--- src/rtl/lotr_pkg.sv ---
// Shared definitions for the UART receive front end and the uart_io command parser:
// receiver state encoding, command opcode characters and bit-level helpers.
package lotr_pkg;

    typedef enum logic [2:0] {
        IDLE      = 3'd0,
        START     = 3'd1,
        DATA      = 3'd2,
        PARITY    = 3'd3,
        STOP      = 3'd4,
        WAIT_IDLE = 3'd5
    } t_uart_rx_state;

    localparam logic [7:0] UART_ASCII_W = 8'h57;
    localparam logic [7:0] UART_ASCII_R = 8'h52;

    function automatic logic even_parity(input logic [7:0] d);
        return ^d;
    endfunction

    function automatic logic maj3(input logic a, input logic b, input logic c);
        return (a & b) | (a & c) | (b & c);
    endfunction

endpackage

--- src/rtl/uart_rx_sync.sv ---
// Two-flop synchronizer for the serial line, falling-edge detect and bit-sample source.
// UART_RX_MAJORITY_EN: o_bit is a 2-of-3 vote over three consecutive synced samples.
module uart_rx_sync
    import lotr_pkg::*;
(
    input  logic clk,
    input  logic rstn,
    input  logic i_rx,
    output logic o_line,
    output logic o_fall,
    output logic o_bit
);

    logic r_meta;
    logic r_sync;
    logic r_prev;

    // Resync stages plus one cycle of history, preset to the idle-high line level
    always_ff @(posedge clk or negedge rstn) begin
        if (!rstn) begin
            r_meta <= 1'b1;
            r_sync <= 1'b1;
            r_prev <= 1'b1;
        end else begin
            r_meta <= i_rx;
            r_sync <= r_meta;
            r_prev <= r_sync;
        end
    end

    assign o_line = r_sync;
    assign o_fall = r_prev & ~r_sync;

`ifdef UART_RX_MAJORITY_EN
    logic r_prev2;

    // Second history stage feeding the three-sample vote
    always_ff @(posedge clk or negedge rstn) begin
        if (!rstn) begin
            r_prev2 <= 1'b1;
        end else begin
            r_prev2 <= r_prev;
        end
    end

    assign o_bit = maj3(r_sync, r_prev, r_prev2);
`else
    assign o_bit = r_sync;
`endif

endmodule

--- src/rtl/uart_rx_deser.sv ---
// UART receive deserializer: start qualification, mid-bit sampling, optional even parity,
// stop check and a one-entry holding register with valid/ready. Option: UART_RX_MAJORITY_EN.
module uart_rx_deser
    import lotr_pkg::*;
#(
    parameter int CLKS_PER_BIT = 2083,
    parameter int N_DATA_BITS  = 8,
    parameter int LSB_FIRST    = 0,
    parameter int PARITY_EN    = 0,
    parameter int N_STOP_BITS  = 1
) (
    input  logic       clk,
    input  logic       rstn,
    input  logic       uart_rx,
    output logic [7:0] rx_data,
    output logic       rx_valid,
    input  logic       rx_ready,
    output logic       rx_frame_err,
    output logic       rx_parity_err,
    output logic       rx_overrun,
    input  logic       rx_err_clr,
    output logic       rx_busy
);

    localparam int             CW          = $clog2(CLKS_PER_BIT);
    localparam logic [CW-1:0]  C_ONE       = CW'(1'b1);
    localparam logic [CW-1:0]  C_FULL      = CW'(CLKS_PER_BIT - 1);
    localparam logic [CW-1:0]  C_HALF      = CW'(CLKS_PER_BIT / 2 - 1);
    localparam logic [2:0]     C_LAST_BIT  = 3'(N_DATA_BITS - 1);
    localparam logic           C_LAST_STOP = 1'(N_STOP_BITS - 1);

    t_uart_rx_state r_state;
    logic [CW-1:0]  r_cnt;
    logic [2:0]     r_bit_cnt;
    logic           r_stop_cnt;
    logic [7:0]     r_shift;
    logic           r_par_bad;
    logic           r_stop_bad;
    logic           r_busy;

    logic [7:0]     r_data;
    logic           r_valid;
    logic           r_frame_err;
    logic           r_parity_err;
    logic           r_overrun;

    logic           w_line;
    logic           w_fall;
    logic           w_bit;
    logic [7:0]     w_shift_next;
    logic           w_done;
    logic           w_fe_set;
    logic           w_pe_set;
    logic           w_ov_set;

    uart_rx_sync u_sync (
        .clk    (clk),
        .rstn   (rstn),
        .i_rx   (uart_rx),
        .o_line (w_line),
        .o_fall (w_fall),
        .o_bit  (w_bit)
    );

    // Next shift-register value; bits above N_DATA_BITS stay zero in both orders
    always_comb begin
        w_shift_next = 8'h00;
        if (LSB_FIRST != 0) begin
            w_shift_next                = {1'b0, r_shift[7:1]};
            w_shift_next[N_DATA_BITS-1] = w_bit;
        end else begin
            w_shift_next = {r_shift[6:0], w_bit};
        end
    end

    assign w_done   = (r_state == STOP) && (r_cnt == C_FULL) && (r_stop_cnt == C_LAST_STOP);
    assign w_fe_set = w_done & (r_stop_bad | ~w_bit);
    assign w_pe_set = w_done & r_par_bad;
    assign w_ov_set = w_done & r_valid & ~rx_ready;

    // Frame FSM: bit timing, sampling and shift register
    always_ff @(posedge clk or negedge rstn) begin
        if (!rstn) begin
            r_state    <= IDLE;
            r_cnt      <= '0;
            r_bit_cnt  <= 3'd0;
            r_stop_cnt <= 1'b0;
            r_shift    <= 8'h00;
            r_par_bad  <= 1'b0;
            r_stop_bad <= 1'b0;
            r_busy     <= 1'b0;
        end else begin
            case (r_state)
                IDLE: begin
                    r_cnt <= '0;
                    if (w_fall) begin
                        r_state <= START;
                        r_busy  <= 1'b1;
                    end
                end
                START: begin
                    if (r_cnt == C_HALF) begin
                        r_cnt <= '0;
                        if (w_bit) begin
                            r_state <= IDLE;
                            r_busy  <= 1'b0;
                        end else begin
                            r_state    <= DATA;
                            r_bit_cnt  <= 3'd0;
                            r_stop_cnt <= 1'b0;
                            r_shift    <= 8'h00;
                            r_par_bad  <= 1'b0;
                            r_stop_bad <= 1'b0;
                        end
                    end else begin
                        r_cnt <= r_cnt + C_ONE;
                    end
                end
                DATA: begin
                    if (r_cnt == C_FULL) begin
                        r_cnt   <= '0;
                        r_shift <= w_shift_next;
                        if (r_bit_cnt == C_LAST_BIT) begin
                            if (PARITY_EN != 0) begin
                                r_state <= PARITY;
                            end else begin
                                r_state <= STOP;
                            end
                        end else begin
                            r_bit_cnt <= r_bit_cnt + 3'd1;
                        end
                    end else begin
                        r_cnt <= r_cnt + C_ONE;
                    end
                end
                PARITY: begin
                    if (r_cnt == C_FULL) begin
                        r_cnt     <= '0;
                        r_par_bad <= even_parity(r_shift) ^ w_bit;
                        r_state   <= STOP;
                    end else begin
                        r_cnt <= r_cnt + C_ONE;
                    end
                end
                STOP: begin
                    if (r_cnt == C_FULL) begin
                        r_cnt <= '0;
                        if (r_stop_cnt == C_LAST_STOP) begin
                            // Leave at mid stop bit so a back-to-back start edge is not missed
                            if (r_stop_bad | ~w_bit) begin
                                r_state <= WAIT_IDLE;
                            end else begin
                                r_state <= IDLE;
                                r_busy  <= 1'b0;
                            end
                        end else begin
                            r_stop_cnt <= r_stop_cnt + 1'b1;
                            r_stop_bad <= r_stop_bad | ~w_bit;
                        end
                    end else begin
                        r_cnt <= r_cnt + C_ONE;
                    end
                end
                WAIT_IDLE: begin
                    r_cnt <= '0;
                    if (w_line) begin
                        r_state <= IDLE;
                        r_busy  <= 1'b0;
                    end
                end
                default: begin
                    r_state <= IDLE;
                    r_busy  <= 1'b0;
                    r_cnt   <= '0;
                end
            endcase
        end
    end

    // Holding register handshake and sticky error flags (a same-cycle set beats clear)
    always_ff @(posedge clk or negedge rstn) begin
        if (!rstn) begin
            r_data       <= 8'h00;
            r_valid      <= 1'b0;
            r_frame_err  <= 1'b0;
            r_parity_err <= 1'b0;
            r_overrun    <= 1'b0;
        end else begin
            if (w_done) begin
                if (!r_valid || rx_ready) begin
                    r_data <= r_shift;
                end
                r_valid <= 1'b1;
            end else if (r_valid && rx_ready) begin
                r_valid <= 1'b0;
            end
            r_frame_err  <= w_fe_set | (r_frame_err  & ~rx_err_clr);
            r_parity_err <= w_pe_set | (r_parity_err & ~rx_err_clr);
            r_overrun    <= w_ov_set | (r_overrun    & ~rx_err_clr);
        end
    end

    assign rx_data       = r_data;
    assign rx_valid      = r_valid;
    assign rx_frame_err  = r_frame_err;
    assign rx_parity_err = r_parity_err;
    assign rx_overrun    = r_overrun;
    assign rx_busy       = r_busy;

endmodule
--- config.mk ---
export PLATFORM = sky130hd
export DESIGN_NAME = uart_rx_deser
export DESIGN_NICKNAME = d
export VERILOG_FILES = /design/src/rtl/lotr_pkg.sv /design/src/rtl/uart_rx_sync.sv /design/src/rtl/uart_rx_deser.sv
export SDC_FILE = /design/constraint.sdc
export NUM_CORES = 1
export LEC_CHECK = 0
export CORE_AREA = 2 2 65 67
export CTS_CLUSTER_DIAMETER = 60
export CTS_CLUSTER_SIZE = 8
export DETAILED_ROUTE_END_ITERATION = 16
export DIE_AREA = 0 0 67 69
export PLACE_DENSITY = 0.8
export SLEW_MARGIN = 20
export SYNTH_ARGS = -nofsm -noshare
export SYNTH_HDL_FRONTEND = slang
export SYNTH_SLANG_ARGS = --single-unit
--- constraint.sdc ---
create_clock -name clk -period 2.8 [get_ports clk]
set_clock_uncertainty 0.15 [all_clocks]
set_input_delay 0.28 -clock clk [delete_from_list [all_inputs] [get_ports clk]]
set_output_delay 0.28 -clock clk [all_outputs]
set_load 0.05 [all_outputs]
== Yosys cells after proc, flatten, opt, wreduce, memory -nomap -nowiden ==
Index checks and enable logic that the tools add are counted.

* Logic and storage cells: 120
* Output and inout port bits: 13
* Input bits: 5
* Flip-flop bits (word level): 45

* Multiplexer cells: 42
* $add $sub $neg: 3
* Reductions and logical operators: 21
* Bitwise gates (word level): 18
* Equality and inequality tests: 20

{| class="wikitable"
|+ Operators with widths
! kind !! number
|-
| two-way mux 3 bit || 13
|-
| two-way mux 12 bit || 2
|-
| two-way mux 8 bit || 3
|-
| one-hot mux 12 bit (2 select lines) || 1
|-
| inequality test 2 bit, second input constant || 9
|-
| one-hot mux 3 bit (6 select lines) || 1
|-
| one-hot mux 8 bit (2 select lines) || 1
|-
| two-way mux 1 bit || 15
|-
| adder 12 x 1 -> 12 bit, second input constant || 1
|-
| == test 12 x 11 -> 1 bit, second input constant || 1
|-
| == test 12 bit, second input constant || 1
|-
| AND reduction 4 bit || 3
|-
| AND reduction 5 bit || 2
|-
| == test 3 bit, second input constant || 3
|-
| AND 1 bit || 8
|-
| AND reduction 8 bit || 1
|-
| nonzero test 2 bit || 4
|-
| parity 8 bit || 1
|-
| == test 3 x 2 -> 1 bit, second input constant || 2
|-
| inequality test 2 x 1 -> 1 bit, second input constant || 3
|-
| one-hot mux 1 bit (2 select lines) || 3
|-
| one-hot mux 3 bit (2 select lines) || 1
|-
| AND reduction 6 bit || 1
|-
| NOT 1 bit || 5
|-
| 14 further kinds || 19
|}

== Depth between registers and ports, before layout ==
* Depth in word-level cells: 6
* Depth in mapped cells: 8
* Depth with buffers taken out: 7

== Cells and area by module ==
Synthesis repeated with hierarchy kept, for this count alone.

* Cell total of the unflattened synthesis: 192
* Area, all modules: 2200.9 um^2

{| class="wikitable"
|+ By module, submodules not included
! module !! times used !! cells an instance !! area an instance (um^2) !! sequential area each (um^2)
|-
| uart_rx_deser || 1 || 187 || 2100.8 || 1026.0
|-
| uart_rx_sync || 1 || 5 || 100.1 || 78.8
|}

== Least setup slack after synthesis ==
No wires, ideal clock.

* Kind: reg2reg
* Start point: register r_cnt[0]
* End point: register r_bit_cnt[0]
* Library setup time: 0.125 ns
* Period minus slack after synthesis: 2.193 ns
* Path slack: 0.607 ns
* Stages on the path, launching flop included: 8
* Buffers on the path: 0
* Data arrival time: 1.918 ns
* Required time: 2.525 ns
* Path through: dfrtp_1 > inv_1 > ha_1 > nand4b_1 > nor4_1 > o221ai_2 > a221o_1 > mux2_4

* Cells in the longest elaborated chain, start to end: 3
* Elaborated cells between the ends (all ways): 5
* Those cells by class: eq/ne: 4; reduce/logical: 1

{| class="wikitable"
|+ Ends and longest elaborated chain
! element !! line !! RTL
|-
| start, declared || uart_rx_deser.sv:33 || <nowiki>logic [CW-1:0] r_cnt;</nowiki>
|-
| start signal, assigned || uart_rx_deser.sv:116 || <nowiki>r_cnt <= r_cnt + C_ONE;</nowiki>
|-
| start signal, assigned || uart_rx_deser.sv:133 || <nowiki>r_cnt <= r_cnt + C_ONE;</nowiki>
|-
| start signal, assigned || uart_rx_deser.sv:142 || <nowiki>r_cnt <= r_cnt + C_ONE;</nowiki>
|-
| == test 12 bit / == test 12 x 11 -> 1 bit (equally long branches) || uart_rx_deser.sv:120, uart_rx_deser.sv:102 ||
|-
| inequality test 2 bit (no line) || - ||
|-
| AND reduction 5 bit (no line) * || - ||
|-
| end signal, assigned || uart_rx_deser.sv:130 || <nowiki>r_bit_cnt <= r_bit_cnt + 3'd1;</nowiki>
|-
| end, declared || uart_rx_deser.sv:34 || <nowiki>logic [2:0] r_bit_cnt;</nowiki>
|}

Every way passes the cells marked *; elsewhere a longest branch is shown, timed or not.
A chain may end at the register's enable or synchronous reset.

== Final worst setup path ==
* Start point: register r_cnt[3]
* End point: register r_data[1] (netlist: rx_data[1])

* Cells in the longest elaborated chain, start to end: 4

{| class="wikitable"
|+ Ends and longest elaborated chain
! element !! line !! RTL
|-
| == test 12 bit || uart_rx_deser.sv:76 || <nowiki>assign w_done = (r_state == STOP) && (r_cnt == C_FULL) && (r_stop_cnt == C_LAST_STOP);</nowiki>
|-
| logical AND 1 bit (2 in a row) || uart_rx_deser.sv:76 ||
|-
| AND reduction 2 bit (no line) || - ||
|-
| end signal, assigned || uart_rx_deser.sv:191 || <nowiki>r_data <= r_shift;</nowiki>
|-
| end, declared || uart_rx_deser.sv:41 || <nowiki>logic [7:0] r_data;</nowiki>
|}

Every way passes these cells.

==> impl_results.md <==
- Worst min-delay path class: in -> async
- Synthesis Warnings: 0
- Max Cap Viol: 0
- RSZ-0062 raised after global routing: false
- Area grow syn2layout: 14.41%
- CTS tree: built
- Pre-CTS setup slack: 0.4608 ns
- Initial Utilization: 55.24%
- Clock Tree Buf Depth: 2
- Global-route usage over all layers: 18.72%
- Setup_tns: 0 ns
- DP HPWL: 2.689 mm
- Setup Crit Path Kind: reg -> reg
- Overall power: 1.555 mW
- Mapped Area: around 2200 µm²
- Syn avg cell area: roughly 11 µm²
- Synth top area share: a little under half
- Critical path capture point type: flop
- Dpl cells: ~270
- Post-route cell area: 2474 µm²
- Cells after Synth: 203
- Worst EP required: 2.83 ns
- Placement Cell Area: 2366 µm²
- Routability congestion estimate: 0.8283
- Share of layout cells above drive strength 1: 17.41%
- First drt pass iteration count: 4
- Main synth FF type: dfrtp_1
- Die height: ~70 µm
- Largest net degree at the start of global routing: 45
- EDFF count, synth: 0
- IO Pins: 18
- Period utilization: between 80% and 90%
- CORE AREA: around 3900 µm²
- Asr flop ratio synth: 100.0%
- Die area: about 4600 µm²
- DR DRC count: 0
- PortBufs: 17
- Fmax: 0.4252 GHz
- Hold_ws: -0.02378 ns
- WL/cell: 14.00 µm
- GRT overflow: 0
- Nets: 233
- Final hold vios: 41
- Max_slew headroom: a little under two fifths
- Max-slew violation count: 0
- Fin worst setup slack: 0.4481 ns
- Seq/Total Area, Yosys: 51.10%
- Clock Root Buffer: clkbuf_8
- Ranking of synthesized cells by area: dfrtp_1 47%, xnor2_1 5.3%, mux2_2 5.2%
- Clock slew at reported path FFs: 0.08 ns
- CP bufs+invs: 0
- Initial antenna violation count: 0
- Finished Core Util: 63.20%
- Final wirelength: 3.836 mm
- Die X: between 60 and 70 µm
- Leak pwr: between 1 and 1.5 nW
- Total CTS buffers: 5
- Yosys cell types: 49
- Pwr/cell area: 628.6 nW/µm²
- Area leader, netlist: dfrtp_1
- #FFs+latches synth: 44
- First-pass GRT wire length: 6.741 mm
- # resized after CTS: 0
- Status: finished with violations
- Critical Path Slowest Stage Cell: or4_4
- Vias in the first global route: 1506
- DR vias/cell: about 5.5
- Leading cell type in the layout, fill and taps excluded: dfrtp_1
- Max Fanout on Critical Path: 8
- Setup-failing EPs final: 0
- Antenna cells: 0
- Delay-heaviest family, CP: simple AND/OR/NAND/NOR gates
- 1st-iter DRT viols: 112
- Post-CTS Setup Bufs: 0
- Max VDD drop: 0.0003713 V
- Cts hold-fix bufs: 0
- Most frequent cells in the layout: 41 x dfrtp_1, 26 x nand2_1, 19 x nor2_1, 16 x clkdlybuf4s50_1
- Clk sink count: 44
- Cells along the critical path: or4_4 > nor4_4 > nand3_2 > mux2_2
- Max incr delay on CP: 0.59 ns
- Fillers: about 330
- Clock Latency Late Sink: around 0.29 ns
- Worst-Margin Slew: about 0.95 ns
- Post-Layout Cell Count: 274
- Syn Nets: 213
- Htree depth: 2
- CP Data Arrival Time: 2.38 ns
- FP Rows: 23
- Post-route ant nets: 0
- Via Count: 1519
- Final critical-path required period: ~2.4 ns
- Violated checks: hold timing
- Startpoint Class: flop
## metal layers
metal  track usage, %  routed length [µm]
met3            5.873                 139
met4            7.256                  50
met2            28.05                1903
met5                0                   0
met1            25.13                1743
## synthesized netlist by cell type, types with 2 or more instances
| cell | n |
|---|---|
| dfrtp_1 | 41 |
| nand2_1 | 26 |
| nor2_1 | 19 |
| o21ai_0 | 13 |
| xnor2_1 | 13 |
| inv_1 | 10 |
| mux2_2 | 10 |
| nand3_1 | 6 |
| ha_1 | 5 |
| nor3_1 | 5 |
| xor2_1 | 5 |
| and3_1 | 3 |
| clkbuf_1 | 3 |
| dfstp_2 | 3 |
| mux2i_1 | 3 |
| a21oi_1 | 2 |
| o2111ai_1 | 2 |
| o22ai_1 | 2 |
| or2b_2 | 2 |
## power breakdown
group	switching, mW	internal, mW	total [mW]
registers	0.0288	0.671	0.700
clock network	0.208	0.265	0.472
logic	0.220	0.162	0.382
total	0.457	1.10	1.55
## path summary, 6_finish.rpt
kind | startpoint | end | slack (ns) | depth (start not counted)
worst max-delay path | r_cnt[3]$_DFF_PN0_ | rx_data[1]$_DFFE_PN0P_ | 0.45 | 4
worst min-delay path | rstn | rx_busy$_DFFE_PN0P_ | -0.02 | 1
worst max register to register | r_cnt[3]$_DFF_PN0_ | rx_data[1]$_DFFE_PN0P_ | 0.45 | 4
worst min register to register | u_sync.r_meta$_DFF_PN1_ | u_sync.o_bit$_DFF_PN1_ | 0.21 | 0
max in group asynchronous | rstn | r_shift[7]$_DFFE_PN0P_ | 1.94 | 1
min in group clk | u_sync.r_meta$_DFF_PN1_ | u_sync.o_bit$_DFF_PN1_ | 0.21 | 0
## worst reg2reg max path: cells and delay by family, from the launching register on
| family | cells | cell delay (ns) |
|---|---|---|
| flip-flops | 1 | 0.42 |
| multiplexers | 1 | 0.35 |
| AND/OR/NAND/NOR | 3 | 1.31 |
## final cells by class
cell class	instances	area, µm²	area share [%]
inverters	10	37.54	1.517
well taps	50	62.56	2.529
multi-input cells	141	965.9	39.05
clock inverters	2	35.03	1.416
flip-flops and latches	44	1105	44.66
clock buffers	6	72.57	2.934
repair buffers	21	195.2	7.891
## flip-flops by register name (all words and copies together) (netlist names), 3 cells and up
| register | cells |
|---|---|
| r_bit_cnt | 3 |
| r_cnt | 12 |
| r_shift | 8 |
| r_state | 3 |
| rx_data | 8 |
## cell families after synthesis
kind of cell	count (synthesis)	share of synthesized area, %
multiplexers	14	7.292
flip-flops	44	51.10
AND/OR/NAND/NOR	77	18.52
AO/OA/AOI/OAI	27	8.681
XOR/XNOR	18	7.292
adder cells (fa/ha/maj)	5	2.894
buffers and inverters	18	4.224
(Power assumes the default switching activity.)
